**config.mk**
```make
export PLATFORM = sky130hd
export DESIGN_NAME = shift_sequencer
export DESIGN_NICKNAME = d
export VERILOG_FILES = /design/src/rtl/shift_sequencer_pkg.sv /design/src/rtl/shift_bit_counter.sv /design/src/rtl/shift_sequencer.sv
export SDC_FILE = /design/constraint.sdc
export NUM_CORES = 1
export LEC_CHECK = 0
export ABC_AREA = 1
export ABC_CLOCK_PERIOD_IN_PS = 1250
export BUFFER_PORTS_ARGS = -buffer_cell sky130_fd_sc_hd__buf_2
export CAP_MARGIN = 20
export CORE_MARGIN = 1.5
export CORE_UTILIZATION = 38
export CTS_BUF_LIST = sky130_fd_sc_hd__clkbuf_16
export DETAILED_ROUTE_END_ITERATION = 10
export PLACE_DENSITY_LB_ADDON = 0.05
export SLEW_MARGIN = 20
export SYNTH_ARGS = -nofsm -noshare
export SYNTH_HDL_FRONTEND = slang
export SYNTH_SLANG_ARGS = --single-unit
```
**constraint.sdc**
```tcl
create_clock -name clockpulse -period 1.25 [get_ports clockpulse]
set_input_delay 0.0625 -clock clockpulse [delete_from_list [all_inputs] [get_ports clockpulse]]
set_output_delay 0.0625 -clock clockpulse [all_outputs]
set_load 0.01 [all_outputs]
```
**src/rtl/shift_sequencer_pkg.sv**
```systemverilog
// Shared definitions for the shift-register sequencer: state encoding and
// default geometry of the controlled register.
package shift_sequencer_pkg;

    localparam int DEFAULT_WIDTH = 6;
    localparam int DEFAULT_CNT_W = 3;

    typedef enum logic [1:0] {
        IDLE  = 2'd0,
        LOAD  = 2'd1,
        SHIFT = 2'd2,
        DONE  = 2'd3
    } state_t;

endpackage

```
**src/rtl/shift_bit_counter.sv**
```systemverilog
// Shift-cycle counter: cleared when a transfer is loaded, counts qualified
// shift cycles and flags the last one. It wraps back to zero on the
// terminal cycle so it never holds a value above WIDTH-1.
module shift_bit_counter #(
    parameter int WIDTH = 6,
    parameter int CNT_W = 3
) (
    input  logic clk,
    input  logic rst_n,
    input  logic load,
    input  logic enable,
    output logic terminal
);

    logic [CNT_W-1:0] count_reg;

    // Count register: synchronous clear on load, increment (with wrap) on enable.
    always_ff @(posedge clk or negedge rst_n) begin
        if (!rst_n) begin
            count_reg <= '0;
        end else if (load) begin
            count_reg <= '0;
        end else if (enable) begin
            if (terminal) begin
                count_reg <= '0;
            end else begin
                count_reg <= count_reg + 1'b1;
            end
        end
    end

    // Terminal count marks the final shift cycle of a word.
    always_comb begin
        terminal = (count_reg == CNT_W'(WIDTH - 1));
    end

endmodule

```
**src/rtl/shift_sequencer.sv**
```systemverilog
// Sequencer for a right shift register used as a parallel-to-serial
// transmitter. A word accepted in IDLE is preset into the register, then
// exactly WIDTH right shifts are qualified while the register's LSB is
// presented as an LSB-first serial stream. All control outputs are decoded
// from registered state; only the fill bit and serial bit pass through
// combinationally from rotate/fillBit/regOut while shifting.
module shift_sequencer
    import shift_sequencer_pkg::*;
#(
    parameter int WIDTH = DEFAULT_WIDTH,
    parameter int CNT_W = DEFAULT_CNT_W
) (
    input  logic             clockpulse,
    input  logic             clear,
    input  logic             start,
    input  logic [WIDTH-1:0] word,
    input  logic             rotate,
    input  logic             fillBit,
    input  logic [WIDTH-1:0] regOut,
    output logic             enablePreset,
    output logic [WIDTH-1:0] preset,
    output logic             shiftEnable,
    output logic             serialInput,
    output logic             serialOut,
    output logic             serialValid,
    output logic             busy,
    output logic             done
);

    state_t           state_reg;
    state_t           state_next;
    logic [WIDTH-1:0] word_reg;
    logic             last_bit;

    shift_bit_counter #(
        .WIDTH (WIDTH),
        .CNT_W (CNT_W)
    ) u_bit_counter (
        .clk      (clockpulse),
        .rst_n    (clear),
        .load     (state_reg == LOAD),
        .enable   (state_reg == SHIFT),
        .terminal (last_bit)
    );

    // State and captured word; the word only changes when a start is accepted.
    always_ff @(posedge clockpulse or negedge clear) begin
        if (!clear) begin
            state_reg <= IDLE;
            word_reg  <= '0;
        end else begin
            state_reg <= state_next;
            if (state_reg == IDLE && start) begin
                word_reg <= word;
            end
        end
    end

    // Next-state decode; start is only looked at while idle.
    always_comb begin
        state_next = state_reg;
        case (state_reg)
            IDLE:    if (start) state_next = LOAD;
            LOAD:    state_next = SHIFT;
            SHIFT:   if (last_bit) state_next = DONE;
            DONE:    state_next = IDLE;
            default: state_next = IDLE;
        endcase
    end

    // Output decode from registered state; serial bits are gated to SHIFT.
    always_comb begin
        enablePreset = 1'b0;
        shiftEnable  = 1'b0;
        serialValid  = 1'b0;
        serialOut    = 1'b0;
        serialInput  = 1'b0;
        busy         = 1'b0;
        done         = 1'b0;
        preset       = word_reg;
        case (state_reg)
            LOAD: begin
                enablePreset = 1'b1;
                busy         = 1'b1;
            end
            SHIFT: begin
                shiftEnable = 1'b1;
                serialValid = 1'b1;
                busy        = 1'b1;
                serialOut   = regOut[0];
                serialInput = rotate ? regOut[0] : fillBit;
            end
            DONE: begin
                done = 1'b1;
                busy = 1'b1;
            end
            default: ;
        endcase
    end

endmodule

```
==> impl_results.md, run 1 <==
- Share of post-route cells with drive strength above 1: about two fifths
- CP max-delay cell: dfrtp_1
- Iteration-0 DRC Markers: 2
- Final setup fails: 0
- CTS tree: yes
- Mapped Area: ~570 um^2
- RR Startpoint: state_reg[0]
- R2r endpoint: state_reg[1]
- I/O Buffers: 24
- N_diodes: 0
- Largest net degree at the start of global routing: 12
- Initial antenna violation count: 0
- Worst hold start: word[0]
- Htree depth: 1
- Routed wl met2: 532 um
- # nets final: 121
- Largest family of logic cells by synthesized area: simple AND/OR/NAND/NOR gates
- Synth Area in Compound Gates: 1.75%
- Run status: completed
- Sequential fraction of the synthesis area: 48.2%
- Max Cap Violations: 0
- Clock Path Buffers: 2
- R2r setup slk: approximately 0.070 ns
- CP arrival: between 1 and 1.5 ns
- Delay-heaviest family, CP: flip-flops
- Num rows: 13
- Hold Crit Class: in -> reg
- Vias in the first global route: between 400 and 500
- Starting Density: around 42%
- GPL Wtd Cong: about 0.7
- Fmax achieved: about 840 MHz
- Cell variety after synth: 15
- Top cell type's share of synthesized area: between 40% and 50%
- Worst setup SP type: flip-flop
- Worst skew pair latency: between 0.2 and 0.25 ns
- Rel. slew slack: 83.3%
- Routed WL per cell: 9.97 um
- Largest cells by area after synthesis: dfrtp_1, nand2_1, ha_1
- CP max stage delay: around 0.38 ns
- Final Cycle Share: around 96%
- Wl on met1: a little over 500 um
- Warnings from Yosys: 0
- Pwr per Cell Area: between 2000 and 3000 mW/mm^2
- P&R area growth vs syn: 47.4%
- Clock root buffer: clkbuf_16
- Mean area per synthesized cell: just over 8 um^2
- CTS Buf Count: 3
- All-Layer GR Usage: 14.8%
- Antenna-violating nets left: 0
- Final Critical Period: between 1 and 1.5 ns
- Highest routed layer: met4
- First-pass GRT wire length: 1.93 mm
- Mux contribution to synthesized area: 1.75%
- Multi-input gate area: 278 um^2
- Synth Instances: approximately 70
- CP Buf/Inv Count: 3
- Post-Synth XOR/XNOR Area: 0%
- TritonCTS Sinks: 11
- Final hold slack: around 0.056 ns
- Reg2reg path depth: 6
- Max rail drop VDD: ~0.0015 V
- Placed insts: 109
- Die width: ~42 um
- Filler cell count: 122
- Vias: roughly 520
- DRT Wirelength: 1.14 mm
- Worst setup EP type: primary output
- Number of flip-flops in the largest register: 6
- Die Ht: ~42 um
- Final Max Tran Viols: 0
- Synth Register Bits: 11
- Synth Net Count: 90
- WS Path Type: reg -> out
- Leak Pwr: 0.000494 uW
- GR Overflow Total: 0
- Vias per inst: between 4 and 5
- Adder-Cell Fraction of Synth Area: under 10%
- Core ar.: roughly 0.0014 mm^2
- Met3 routed wirelength: 81 um
- Hold Path Cell Cnt: 3
- Synth area leader: dfrtp_1
- Top Ports: 30
- Crit path depth: 5
- CTS clk-pin slew, worst paths: ~0.04 ns
- First-pass DRT Iterations: 4
- Post-CTS setup buffers: 0
- Sequential cell area: 275 um^2
- DP Wirelength: around 900 um
- DRC: 0
- Die Area: 0.00174 mm^2
- RSZ-0062 raised after global routing: false
- Max FO, Critical Path: 5
- CP cell instances: buf_6 -> ha_4 -> inv_2 -> nor2_2 -> buf_2
- Final TNS setup: 0 ns
- CP Data Required Time: 1.19 ns
- Worst Skew: roughly 0.0021 ns
- Post-Route Utilization: 62.3%
- Final hold viol count: 0
- Post-synthesis simple-gate area fraction: between 30% and 40%
- Measured slew at the worst slew-check pin: 0.250 ns
- Final cell count without fillers: between 100 and 150
- Worst Hold Endpoint: preset[0]
-- area by class of cell --
class	count	share of cell area, %
clock inverters	1	0.446
multi-input cells	47	33.0
well taps	15	2.23
clock buffers	3	8.93
repair buffers	28	18.6
inverters	9	4.02
flip-flops and latches	11	32.7
-- routing by layer --
layer / global-route usage, % / vias up
li1: - / 273
met1: 19.0 / 223
met2: 21.9 / 17
met3: 7.83 / 2
met4: 3.87 / 0
met5: 0 / -
-- kinds of logic (layout without fill, tap and decap cells) --
logic type | after synthesis | after routing
buf+inv | 11 | 41
flops | 11 | 11
compound gates | 2 | 2
mux | 1 | 1
simple gates | 40 | 40
fa+ha+maj | 4 | 4
-- where the power goes --
group / switching [uW] / internal (uW) / total [uW]
clock network: 146 / 419 / 564
logic: 653 / 546 / 1200
registers: 102 / 540 / 642
-- cells in the mapped netlist --
cell and instances:
nand3_1 9, ha_1 4, nor3b_1 1, inv_1 8
nand2_1 24, buf_4 1, dfrtp_1 11, mux2i_1 1
nand2_2 1, inv_2 1, buf_6 1, or2_4 1
o21ai_0 1, a21oi_1 1, nor2_1 4
-- worst max path at each step --
stage	slack [ns]	endpoint	startpoint
3_5_place_dp	0.02	u_bit_counter.count_reg[2]	state_reg[0]
4_1_cts	0.02	serialInput	state_reg[1]
5_1_grt	0.002	serialInput	state_reg[1]
2_1_floorplan	-0.002	state_reg[1]	state_reg[0]
6_report	0.06	serialInput	state_reg[1]
3_3_place_gp	0.04	u_bit_counter.count_reg[2]	state_reg[0]
-- per-stage QoR --
stage	worst slack (ns)	total power, uW	cell area, um^2
2_1_floorplan	-0.00162	1380	571
3_3_place_gp	0.0437	1700	713
3_5_place_dp	0.0160	1710	713
5_1_grt	0.00181	2620	841
6_report	0.0551	2400	841
4_1_cts	0.0168	2350	817
-- repair_timing --
item | CTS | global route
cloned | 0 | 0
setup endpoints to repair | 2 | 5
pin swaps | 0 | 2
resized for setup | 5 | 6
endpoints found under the hold margin | 11 | 0
hold buffers | 1 | 0
-- tightest hold or removal path: cells and delay by family --
kind	cells	cell delay, ns
and+or+nand+nor	2	0.12
buffers and inverters	1	0.07
-- cell usage in the layout (no fill, tap or decap), types with 2 or more instances in the layout --
| cell | Yosys | layout |
|---|---|---|
| nand2_2 | 1 | 2 |
| inv_1 | 8 | 7 |
| nand2_1 | 24 | 23 |
| ha_1 | 4 | 2 |
| nor2_1 | 4 | 3 |
| clkbuf_16 | 0 | 3 |
| nand3_1 | 9 | 9 |
| ha_4 | 0 | 2 |
| inv_2 | 1 | 3 |
| buf_4 | 1 | 2 |
| dfrtp_1 | 11 | 11 |
| buf_2 | 0 | 24 |
No activity file was read; power rests on OpenSTA's default activity.
==> inputs of run 2 (changes only) <==
Settings changed: HOLD_SLACK_MARGIN set to 0.12.
==> impl_results.md, run 2 (same netlist as run 1, synthesis figures left out) <==
- Run status: completed
- Final Critical Period: approximately 1.2 ns
- Starting Density: between 40% and 50%
- RSZ-0062 raised after global routing: false
- Die Area: approximately 0.0017 mm^2
- Worst Skew: between 0.003 and 0.004 ns
- CTS clk-pin slew, worst paths: ~0.04 ns
- Final hold viol count: 0
- GR Overflow Total: 0
- N_diodes: 0
- Pwr per Cell Area: between 2000 and 3000 mW/mm^2
- Commonest non-fill, non-tap cell in the layout: buf_2
- Post-Route Utilization: around 67%
- Final TNS setup: 0 ns
- CP arrival: approximately 1.1 ns
- Max Cap Violations: 0
- DRC: 0
- Share of post-route cells with drive strength above 1: a little under two fifths
- Iteration-0 DRC Markers: 3
- I/O Buffers: 24
- Die Ht: between 40 and 50 um
- # nets final: 127
- Leak Pwr: between 0.0005 and 0.0006 uW
- TritonCTS Sinks: 11
- Antenna-violating nets left: 0
- Measured slew at the worst slew-check pin: about 0.24 ns
- Htree depth: 1
- First-pass DRT Iterations: 4
- Top Ports: 30
- Worst skew pair latency: about 0.24 ns
- Hold Crit Class: in -> reg
- DRT Wirelength: between 1 and 1.5 mm
- Core ar.: 0.00135 mm^2
- P&R area growth vs syn: 57.9%
- Max FO, Critical Path: 5
- All-Layer GR Usage: about 16%
- CTS Buf Count: 3
- CP Data Required Time: 1.19 ns
- Vias: approximately 530
- First-pass GRT wire length: 2.08 mm
- Die width: between 40 and 50 um
- Vias in the first global route: between 400 and 500
- Clock Path Buffers: 2
- Fmax achieved: 836 MHz
- Final Cycle Share: a little over nine tenths
- Worst setup EP type: primary output
- GPL Wtd Cong: 0.690
- CTS tree: yes
- Max rail drop VDD: between 0.001 and 0.0015 V
- Num rows: 13
- Most frequent cells in the layout: buf_2, nand2_1, dfrtp_1
- Vias per inst: between 4 and 5
- Number of flip-flops in the largest register: 6
- WS Path Type: reg -> out
- Worst setup SP type: flip-flop
- Largest net degree at the start of global routing: 12
- Final setup fails: 0
- Routed WL per cell: about 10 um
- Clock root buffer: clkbuf_16
- DP Wirelength: 874 um
- Final Max Tran Viols: 0
- Initial antenna violation count: 0
- Rel. slew slack: a little over four fifths
-- run 2: cell types whose count changed in the layout (fill, tap and decap cells not counted) --
cell and delta:
dlygate4sd3_1 +6
-- run 2: timing repair --
action                     CTS  global route
hold endpoints to repair    17             0
pin swaps                    0             2
resized for setup            5             6
setup endpoints to repair    2             5
setup buffers                0             0
hold buffers                 7             0
-- run 2: metrics by stage --
stage / worst slack [ns] / instances / hold slack [ns] / total power (uW) / instance area, um^2
3_3_place_gp: 0.0437 / 109 / -0.0564 / 1700 / 713
6_report: 0.0532 / 120 / 0.134 / 2420 / 901
2_1_floorplan: -0.00162 / 69 / -0.233 / 1380 / 571
3_5_place_dp: 0.0160 / 109 / -0.0512 / 1710 / 713
5_1_grt: 0.00181 / 120 / 0.140 / 2640 / 901
4_1_cts: 0.0168 / 120 / 0.136 / 2360 / 877
-- run 2: power breakdown --
group / switching (uW) / internal, uW / leakage, uW / total (uW)
Clock: 149 / 419 / 0.0000423 / 567
Sequential: 101 / 540 / 0.000135 / 641
Combinational: 657 / 558 / 0.000342 / 1210
-- run 2: area by class of cell --
| class | instances | area, um^2 |
|---|---|---|
| clock buffers | 3 | 75.1 |
| fillers | 114 | 449 |
| clock inverters | 1 | 3.75 |
| flip-flops and latches | 11 | 275 |
| repair buffers | 34 | 216 |
| inverters | 9 | 33.8 |
| well taps | 15 | 18.8 |
| multi-input cells | 47 | 278 |
-- run 2: worst paths after layout --
kind	startpoint	endpoint	slack [ns]	cells past startpoint
setup / recovery	state_reg[1]	serialInput	0.05	5
hold / removal	start	preset[2]	0.13	3
setup reg to reg	state_reg[0]	state_reg[1]	0.08	6
hold reg to reg	preset[4]	preset[4]	0.46	2
max in group asynchronous	clear	preset[1]	0.83	2
min in group asynchronous	clear	state_reg[0]	0.22	2
-- run 2: metal layers --
| layer | wire, um | vias up | track usage (%) |
|---|---|---|---|
| met1 | 520 | 231 | 19.8 |
| met2 | 633 | 15 | 25.6 |
| met4 | 9 | 0 | 3.87 |
| met5 | 0 | - | 0 |
| met3 | 85 | 2 | 7.83 |
| li1 | - | 285 | - |
-- run 2: worst max-delay path, stage by stage, from the launching register on --
cell	delay (ns)
dfrtp_1	0.38
buf_6	0.13
ha_4	0.17
inv_2	0.06
nor2_2	0.03
buf_2	0.13
